## config.mk

```make
export PLATFORM = sky130hd
export DESIGN_NAME = candy_vend_param_flat
export DESIGN_NICKNAME = d
export VERILOG_FILES = /design/src/rtl/candy_vend_param_if.sv /design/src/rtl/candy_vend_param.sv /design/src/flat_wrapper.sv
export SDC_FILE = /design/constraint.sdc
export NUM_CORES = 1
export LEC_CHECK = 0
export CAP_MARGIN = 25
export CORE_ASPECT_RATIO = 1.5
export CORE_MARGIN = 2
export CORE_UTILIZATION = 40
export CTS_BUF_LIST = sky130_fd_sc_hd__clkbuf_4 sky130_fd_sc_hd__clkbuf_8 sky130_fd_sc_hd__clkbuf_16
export DETAILED_ROUTE_END_ITERATION = 10
export PLACE_DENSITY = 0.65
export SYNTH_ARGS = -nofsm -noshare
export SYNTH_HDL_FRONTEND = slang
export SYNTH_SLANG_ARGS = --single-unit
```

## constraint.sdc

```tcl
create_clock -name clk -period 2.85 [get_ports clk]
set_clock_uncertainty 0.1 [all_clocks]
set_input_delay 0.4275 -clock clk [delete_from_list [all_inputs] [get_ports clk]]
set_output_delay 0.4275 -clock clk [all_outputs]
set_load 0.02 [all_outputs]
```

## src/rtl/candy_vend_param_if.sv

```systemverilog
// Handshake bundle between the vending controller and its output drivers.
// The controller side (master) drives the vend request and change amount;
// the dispenser/hopper side (slave) answers with the ready strobes.
interface candy_vend_param_if #(
   parameter int CREDIT_W = 6
);
   logic                vend_valid;
   logic                vend_ready;
   logic                out;
   logic                change_valid;
   logic [CREDIT_W-1:0] change_amt;
   logic                change_ready;

   modport master (
      output vend_valid,
      output out,
      output change_valid,
      output change_amt,
      input  vend_ready,
      input  change_ready
   );

   modport slave (
      input  vend_valid,
      input  out,
      input  change_valid,
      input  change_amt,
      output vend_ready,
      output change_ready
   );
endinterface

```

## src/rtl/candy_vend_param.sv

```systemverilog
// Parametrised coin-operated vending controller.
// Accumulates credit from a 2-bit coin code, requests a vend when the price
// is reached, and returns credit on cancel or inactivity timeout.
// Build option: define CANDY_VEND_CHANGE_EN to return any overpay remainder
// as change right after a vend; otherwise the remainder stays as credit.
module candy_vend_param #(
   parameter int CREDIT_W    = 6,
   parameter int PRICE       = 15,
   parameter int COIN1_VAL   = 5,
   parameter int COIN2_VAL   = 10,
   parameter int COIN3_VAL   = 25,
   parameter int TIMEOUT_CYC = 1000,
   parameter int TO_W        = 10
) (
   input  logic                clk,
   input  logic                reset,
   input  logic [1:0]          in,
   input  logic                cancel,
   candy_vend_param_if.master  bus,
   output logic                coin_reject,
   output logic [CREDIT_W-1:0] credit,
   output logic [2:0]          pre_s,
   output logic [2:0]          next_s
);

   typedef enum logic [2:0] {
      S_IDLE   = 3'd0,
      S_ACCUM  = 3'd1,
      S_VEND   = 3'd2,
      S_CHANGE = 3'd3,
      S_REFUND = 3'd4
   } state_t;

   // One extra bit on the adder exposes overflow of the credit register.
   localparam int                  SUM_W   = CREDIT_W + 1;
   localparam logic [SUM_W-1:0]    COIN1_C = SUM_W'(COIN1_VAL);
   localparam logic [SUM_W-1:0]    COIN2_C = SUM_W'(COIN2_VAL);
   localparam logic [SUM_W-1:0]    COIN3_C = SUM_W'(COIN3_VAL);
   localparam logic [CREDIT_W-1:0] PRICE_C = CREDIT_W'(PRICE);
   localparam bit                  TO_EN   = (TIMEOUT_CYC != 0);
   localparam logic [TO_W-1:0]     TO_LAST = TO_W'((TIMEOUT_CYC == 0) ? 0 : TIMEOUT_CYC - 1);

   state_t              state_q, state_d;
   logic [CREDIT_W-1:0] credit_q, credit_d;
   logic [TO_W-1:0]     to_q, to_d;
   logic                out_q, out_d;
   logic                rej_q, rej_d;

   logic [SUM_W-1:0]    coin_val;
   logic [SUM_W-1:0]    sum;
   logic [CREDIT_W-1:0] rem;
   logic                coin_present;
   logic                coin_fits;
   logic                coin_acc;
   logic                timeout_hit;

   // Decode the coin code into its credit value.
   always_comb begin
      coin_val = '0;
      unique case (in)
         2'b01:   coin_val = COIN1_C;
         2'b10:   coin_val = COIN2_C;
         2'b11:   coin_val = COIN3_C;
         default: coin_val = '0;
      endcase
   end

   assign coin_present = (in != 2'b00);
   assign sum          = {1'b0, credit_q} + coin_val;
   assign coin_fits    = ~sum[CREDIT_W];
   assign rem          = credit_q - PRICE_C;
   assign timeout_hit  = TO_EN && (to_q == TO_LAST);

   // Next-state, credit update and pulse generation.
   // NOTE: every variable written here gets a default first so no latch is inferred.
   always_comb begin
      state_d  = state_q;
      credit_d = credit_q;
      coin_acc = 1'b0;
      rej_d    = 1'b0;
      out_d    = 1'b0;
      unique case (state_q)
         S_IDLE, S_ACCUM: begin
            if (cancel) begin
               // Cancel beats a simultaneous coin; in IDLE there is nothing to refund.
               rej_d = coin_present;
               if (state_q == S_ACCUM) state_d = S_REFUND;
            end else if (coin_present && coin_fits) begin
               coin_acc = 1'b1;
               credit_d = sum[CREDIT_W-1:0];
               // The price test uses the updated credit so one coin can reach VEND.
               state_d  = (sum[CREDIT_W-1:0] >= PRICE_C) ? S_VEND : S_ACCUM;
            end else begin
               rej_d = coin_present;
               if (state_q == S_ACCUM && timeout_hit) state_d = S_REFUND;
            end
         end
         S_VEND: begin
            rej_d = coin_present;
            if (bus.vend_ready) begin
               credit_d = rem;
               out_d    = 1'b1;
               if (rem == '0) begin
                  state_d = S_IDLE;
               end else begin
`ifdef CANDY_VEND_CHANGE_EN
                  state_d = S_CHANGE;
`else
                  state_d = S_ACCUM;
`endif
               end
            end
         end
         S_CHANGE, S_REFUND: begin
            rej_d = coin_present;
            if (bus.change_ready) begin
               credit_d = '0;
               state_d  = S_IDLE;
            end
         end
         default: begin
            // Unused encodings recover to IDLE with credit discarded.
            rej_d    = coin_present;
            credit_d = '0;
            state_d  = S_IDLE;
         end
      endcase
   end

   // Inactivity counter: runs only while staying in ACCUM without a credited coin.
   always_comb begin
      to_d = '0;
      if (TO_EN && state_q == S_ACCUM && state_d == S_ACCUM && !coin_acc)
         to_d = to_q + TO_W'(1);
   end

   // State, credit, counter and pulse registers.
   // NOTE: sequential state uses non-blocking assignments so all registers update together.
   always_ff @(posedge clk or negedge reset) begin
      if (!reset) begin
         state_q  <= S_IDLE;
         credit_q <= '0;
         to_q     <= '0;
         out_q    <= 1'b0;
         rej_q    <= 1'b0;
      end else begin
         state_q  <= state_d;
         credit_q <= credit_d;
         to_q     <= to_d;
         out_q    <= out_d;
         rej_q    <= rej_d;
      end
   end

   assign bus.vend_valid   = (state_q == S_VEND);
   assign bus.change_valid = (state_q == S_CHANGE) || (state_q == S_REFUND);
   assign bus.change_amt   = bus.change_valid ? credit_q : '0;
   assign bus.out          = out_q;
   assign coin_reject      = rej_q;
   assign credit           = credit_q;
   assign pre_s            = state_q;
   assign next_s           = state_d;

endmodule

```

## src/flat_wrapper.sv

```systemverilog
// flat-port wrapper written by rule: the top's interface ports become plain ports
module candy_vend_param_flat 
#(
   parameter int CREDIT_W    = 6,
   parameter int PRICE       = 15,
   parameter int COIN1_VAL   = 5,
   parameter int COIN2_VAL   = 10,
   parameter int COIN3_VAL   = 25,
   parameter int TIMEOUT_CYC = 1000,
   parameter int TO_W        = 10
)
  (clk, reset, in, cancel, coin_reject, credit, pre_s, next_s, bus_vend_valid, bus_out, bus_change_valid, bus_change_amt, bus_vend_ready, bus_change_ready);
  candy_vend_param_if #(.CREDIT_W(CREDIT_W)) bus_i ();
  input  logic clk;
  input  logic reset;
  input  logic [1:0] in;
  input  logic cancel;
  output logic coin_reject;
  output logic [CREDIT_W-1:0] credit;
  output logic [2:0] pre_s;
  output logic [2:0] next_s;
  output wire logic [$bits(bus_i.vend_valid)-1:0] bus_vend_valid;
  output wire logic [$bits(bus_i.out)-1:0] bus_out;
  output wire logic [$bits(bus_i.change_valid)-1:0] bus_change_valid;
  output wire logic [$bits(bus_i.change_amt)-1:0] bus_change_amt;
  input wire logic [$bits(bus_i.vend_ready)-1:0] bus_vend_ready;
  input wire logic [$bits(bus_i.change_ready)-1:0] bus_change_ready;
  assign bus_vend_valid = bus_i.vend_valid;
  assign bus_out = bus_i.out;
  assign bus_change_valid = bus_i.change_valid;
  assign bus_change_amt = bus_i.change_amt;
  assign bus_i.vend_ready = bus_vend_ready;
  assign bus_i.change_ready = bus_change_ready;
  candy_vend_param #(.CREDIT_W(CREDIT_W), .PRICE(PRICE), .COIN1_VAL(COIN1_VAL), .COIN2_VAL(COIN2_VAL), .COIN3_VAL(COIN3_VAL), .TIMEOUT_CYC(TIMEOUT_CYC), .TO_W(TO_W)) u_core (.clk(clk), .reset(reset), .in(in), .cancel(cancel), .bus(bus_i), .coin_reject(coin_reject), .credit(credit), .pre_s(pre_s), .next_s(next_s));
endmodule
```

== Word-level counts from Yosys, hierarchy flattened ==
Index checks and enable logic that the tools add are counted.
Storage, ports and cells
  bits of input ports: 7
  word-level logic and storage cells: 60
  output and inout port bits: 22
  bits in registers: 21
Operators by class
  $add $sub $neg: 3
  reductions and logical operators: 12
  $lt $le $gt $ge: 1
  bitwise operators: 1
  muxes and demuxes: 25
  equal/unequal tests: 13
Operator list (count)
  6-bit two-way mux: 5
  3-bit two-way mux: 6
  6-bit one-hot mux with 3 select lines: 1
  5-bit one-hot mux with 3 select lines: 1
  10-bit by 1-bit adder with 10-bit output (second input constant): 1
  10-bit == test (second input constant): 1
  10-bit two-way mux: 1
  1-bit two-way mux: 9
  3-bit one-hot mux with 3 select lines: 1
  6-bit by 5-bit adder with 7-bit output: 1
  3-bit by 1-bit == test with 1-bit output (second input constant): 2
  3-bit by 2-bit == test with 1-bit output (second input constant): 2
  6-bit by 4-bit >= comparator with 1-bit output (second input constant): 1
  6-bit zero test: 1
  6-bit by 4-bit subtractor with 6-bit output (second input constant): 1
  2-bit == test (second input constant): 2
  1-bit logical AND: 4
  2-bit by 1-bit != test with 1-bit output (second input constant): 2
  2-bit != test (second input constant): 2
  4-bit AND reduction: 1
  2-bit OR reduction: 2
  3-bit == test (second input constant): 1
  3-bit zero test: 1
  2-bit by 1-bit == test with 1-bit output (second input constant): 1
  5 further kinds: 5

== Depth between registers and ports, before layout ==
  depth in word-level cells: 12
  mapped depth: 9
  gate-level depth less buffers: 7

== Worst setup path after synthesis ==
No wires, ideal clock.
  kind: register -> output
  start: reg u_core.credit_q[0], in the netlist u_core.credit[0]
  end: out next_s[1]
  path buffers: 0
  data arrival time: 2316 ps
  required time: 2322 ps
  path slack: 7 ps
  cell stages (with the launch flop): 8
  cell sequence: dfrtp_1 -> ha_1 -> fa_1 -> a21o_1 -> a21oi_1 -> xnor2_1 -> a221oi_1 -> o21ai_0
On the way
  word-level cells in the longest chain between the ends: 6
  elaborated cells on any way between the ends: 8
  those cells by class: add/sub: 1; order compare: 1; mux: 4; bitwise: 1; reduce/logical: 1
Ends and longest elaborated chain
  start, declared: RTL line candy_vend_param.sv:44  | logic [CREDIT_W-1:0] credit_q, credit_d;
  start signal, assigned: RTL line candy_vend_param.sv:148  | credit_q <= credit_d;
  6-bit by 5-bit adder with 7-bit output *: RTL line candy_vend_param.sv:69  | assign sum = {1'b0, credit_q} + coin_val;
  6-bit by 4-bit >= comparator with 1-bit output / 1-bit NOT (equally long branches): RTL line candy_vend_param.sv:92, candy_vend_param.sv:70
  2-bit two-way mux / 1-bit logical AND (equally long branches): RTL line candy_vend_param.sv:92, candy_vend_param.sv:88
  3-bit two-way mux *: RTL line candy_vend_param.sv:88  | end else if (coin_present && coin_fits) begin
  3-bit two-way mux *: RTL line candy_vend_param.sv:84  | if (cancel) begin
  3-bit one-hot mux with 3 select lines *: RTL line candy_vend_param.sv:82  | unique case (state_q)
  end, declared: RTL line flat_wrapper.sv:21  | output logic [2:0] next_s;
Mark *: on every way between the ends. The rest lies on a longest branch, timed or not.

== Worst setup path in the final report ==
  start: reg u_core.credit_q[0], in the netlist u_core.credit[0]
  end: out next_s[0]
On the way
  word-level cells in the longest chain between the ends: 6
  elaborated cells on any way between the ends: 12
  those cells by class: add/sub: 2; order compare: 1; mux: 6; bitwise: 1; reduce/logical: 2
Ends and longest elaborated chain (RTL line)
  6-bit by 5-bit adder with 7-bit output: candy_vend_param.sv:69
  6-bit by 4-bit >= comparator with 1-bit output / 1-bit NOT (equally long branches): candy_vend_param.sv:92, candy_vend_param.sv:70
  2-bit two-way mux / 1-bit logical AND (equally long branches): candy_vend_param.sv:92, candy_vend_param.sv:88
  3-bit two-way mux: candy_vend_param.sv:88
  3-bit two-way mux: candy_vend_param.sv:84
  3-bit one-hot mux with 3 select lines *: candy_vend_param.sv:82
Marked as above.

==> results.sh <==
export IMPL_status="complete, but fails checks"
export IMPL_violations="setup timing"
export IMPL_cp_startpoint="u_core.credit[0]"
export IMPL_cts_hold_buf=0
export IMPL_syn_nets=169
export IMPL_final_common_cell="buf_4"
export IMPL_dp_hpwl_microns=3150
export IMPL_yosys_area_top_type="dfrtp_1"
export IMPL_fin_area_sq_um=2110
export IMPL_hold_path_class="register to register"
export IMPL_hold_viol_final=0
export IMPL_p_switching_uw=867
export IMPL_nets=234
export IMPL_min_period_over_period_pct=102
export IMPL_firstDrtPassIters=4
export IMPL_ys_types=39
export IMPL_power_density_nw_per_um2=962
export IMPL_place_gp_congestion=0.840
export IMPL_synth_top_area_share_pct=37.8
export IMPL_drive_gt1_share_pct=28.9
export IMPL_yosysWarningCount=0
export IMPL_max_cap_violations=0
export IMPL_finalSetupViolations=1
export IMPL_fp_dieH_microns=76.2
export IMPL_combPwrFrac_pct=69.4
export IMPL_arrival_ns=2.39
export IMPL_grt_max_degree=22
export IMPL_drtAntennaViolNets=0
export IMPL_grt_pass1_vias=1384
export IMPL_synth_cells=154
export IMPL_clock_fmax_mhz=343
export IMPL_place_area_sq_um=1930
export IMPL_diodes=0
export IMPL_path_clk_slew_ns=0.08
export IMPL_p_leak_nw=0.943
export IMPL_layout_common_cells="buf_4, clkdlybuf4s50_1, dfrtp_1"
export IMPL_ir_drop_mv=0.528
export IMPL_netSwitchingFraction_pct=42.8
export IMPL_cp_max_fo=3
export IMPL_grt_pass1_wl_microns=6640
export IMPL_clockBufferDepth=2
export IMPL_async_flop_share_pct=100
export IMPL_wl_microns=4180
export IMPL_final_max_slew_violation_count=0
export IMPL_root_buffer="clkbuf_8"
export IMPL_port_buffer_count=28
export IMPL_routed_via_count=1420
export IMPL_syn_avg_cell_area_sq_um=9.03
export IMPL_hp_start="u_core.to_q[0]"
export IMPL_die_area_sq_um=3980
export IMPL_cts_buffers_inserted=3
export IMPL_antenna_found_initial=0
export IMPL_crit_required_ns=2.32
export IMPL_clockPowerShare_pct=9.5
export IMPL_synth_ff_type="dfrtp_1"
export IMPL_slew_headroom_pct=71.5
export IMPL_endpoint_kind="primary output"
export IMPL_viasPerCell=5.46
export IMPL_ys_ff_latch=21
export IMPL_setup_worst_path_class="register to primary output"
export IMPL_post_drt_wl_per_cell_microns=16.1
export IMPL_syn2layout_area_growth_pct=51.3
export IMPL_grtUsageTotal_pct=22.1
export IMPL_die_w_microns=52.2
export IMPL_yosysSeqAreaShare_pct=37.8
export IMPL_drc=0
export IMPL_setup_ws_ns=-0.0647
export IMPL_drt_iter0_drc=51
export IMPL_fp_row_count=26
export IMPL_intPower_mw=1.16
export IMPL_clkLatencyLatePin_ns=0.26
export IMPL_yosys_top_cells_area="dfrtp_1, ha_1, nor2_1, xnor2_1, o21ai_0"
export IMPL_cts_tree="done"
export IMPL_final_min_clock_period_ns=2.91
export IMPL_io_pins=29
export IMPL_worst_pin_slew_ns=0.425
export IMPL_rsz0062_at_grt="true"
export IMPL_r2r_start="u_core.credit[0]"
export IMPL_synth_area_sq_um=1390
export IMPL_core_area_sq_um=3380
export IMPL_tns_ns=-0.0647
export IMPL_synth_edff_count=0
export IMPL_critPathLaunchType="register"
export IMPL_numClockSinks=21
export IMPL_pwr_share_seq_pct=21.0
export IMPL_cts_htree_levels=1
export IMPL_start_util_pct=41.1
export IMPL_overflow=0
kinds of logic after synthesis:
family | synth area share (%)
buf+inv | 3.15
simple gates | 23.8
xor+xnor | 6.93
flops | 37.8
fa+ha+maj | 7.73
compound gates | 20.6
synthesized netlist by cell type, types with 2 or more instances:
cell	n
a21oi_1	9
nand4b_1	2
and3_1	5
dfrtp_1	21
a21o_1	3
xnor2_1	8
ha_1	7
nand3b_1	2
o31ai_1	3
o21a_1	2
buf_2	2
inv_1	3
and2_1	9
nand2_1	9
o21ai_0	13
a221oi_1	2
nor2_1	20
nand3_1	5
nor2b_1	2
xor2_1	3
a22oi_1	2
nor3_1	3
clkbuf_1	3
worst paths after layout:
| check | endpoint | slack [ns] | cells past startpoint |
|---|---|---|---|
| max in group asynchronous | u_core.to_q[0] | 2.03 | 2 |
| min reg2reg | u_core.to_q[0] | 0.36 | 1 |
| max | next_s[0] | -0.06 | 8 |
| min | u_core.to_q[0] | 0.36 | 1 |
| min in group asynchronous | u_core.credit[1] | 0.41 | 2 |
| max reg2reg | u_core.credit[5] | 0.49 | 7 |
critical path, cell delays in order, from the launching register on:
cell       delay (ns)
dfrtp_1          0.40
ha_2             0.20
fa_2             0.35
a21o_1           0.21
a21oi_2          0.19
xnor2_2          0.11
a221o_1          0.30
o2111ai_2        0.22
buf_6            0.15
layer usage:
layer | GRT usage [%] | wire [microns]
met5 | 0 | 0
met4 | 8.72 | 121
met3 | 2.94 | 191
met2 | 39.4 | 2190
met1 | 25.5 | 1680
repair_timing:
| item | 4_1_cts | 5_1_grt |
|---|---|---|
| buffers inserted | 3 | 3 |
| endpoints found under the setup margin | 3 | 3 |
| resized for setup | 42 | 5 |
| pin swaps | 11 | 6 |
final cells by class:
cell class / instances / area, sq um
clock inverter: 1 / 5.00
clock buffer: 3 / 41.3
timing repair buffer: 66 / 576
multi-input combinational: 124 / 895
inverter: 3 / 11.3
tap: 42 / 52.6
sequential: 21 / 526
fill: 302 / 1280
metrics by stage:
step | total power, mW | instances | hold WS [ns] | utilization [%] | setup slack (ns)
after floorplan | 1.06 | 154 | 0.0319 | - | 0.00686
after global placement | 1.64 | 250 | 0.340 | 57.1 | -0.989
after detailed placement | 1.67 | 250 | 0.352 | 57.1 | -1.11
after CTS | 1.96 | 257 | 0.355 | 61.5 | -0.0516
after global routing | 2.14 | 260 | 0.390 | 62.2 | -0.146
final | 2.03 | 260 | 0.361 | 62.2 | -0.0647
registers in the layout, indices dropped and copies added, names as in the netlist:
name	flops
u_core.pre_s	3
u_core.coin_reject	1
u_core.bus.out	1
u_core.credit	6
u_core.to_q	10
power groups by stage:
stage	registers [mW]	clock network (mW)	logic [mW]
floorplan	0.525	0	0.535
global placement	0.426	0	1.22
detailed placement	0.427	0	1.25
CTS	0.426	0.200	1.34
global route	0.434	0.210	1.50
finish	0.426	0.193	1.41
(Power assumes the default switching activity.)
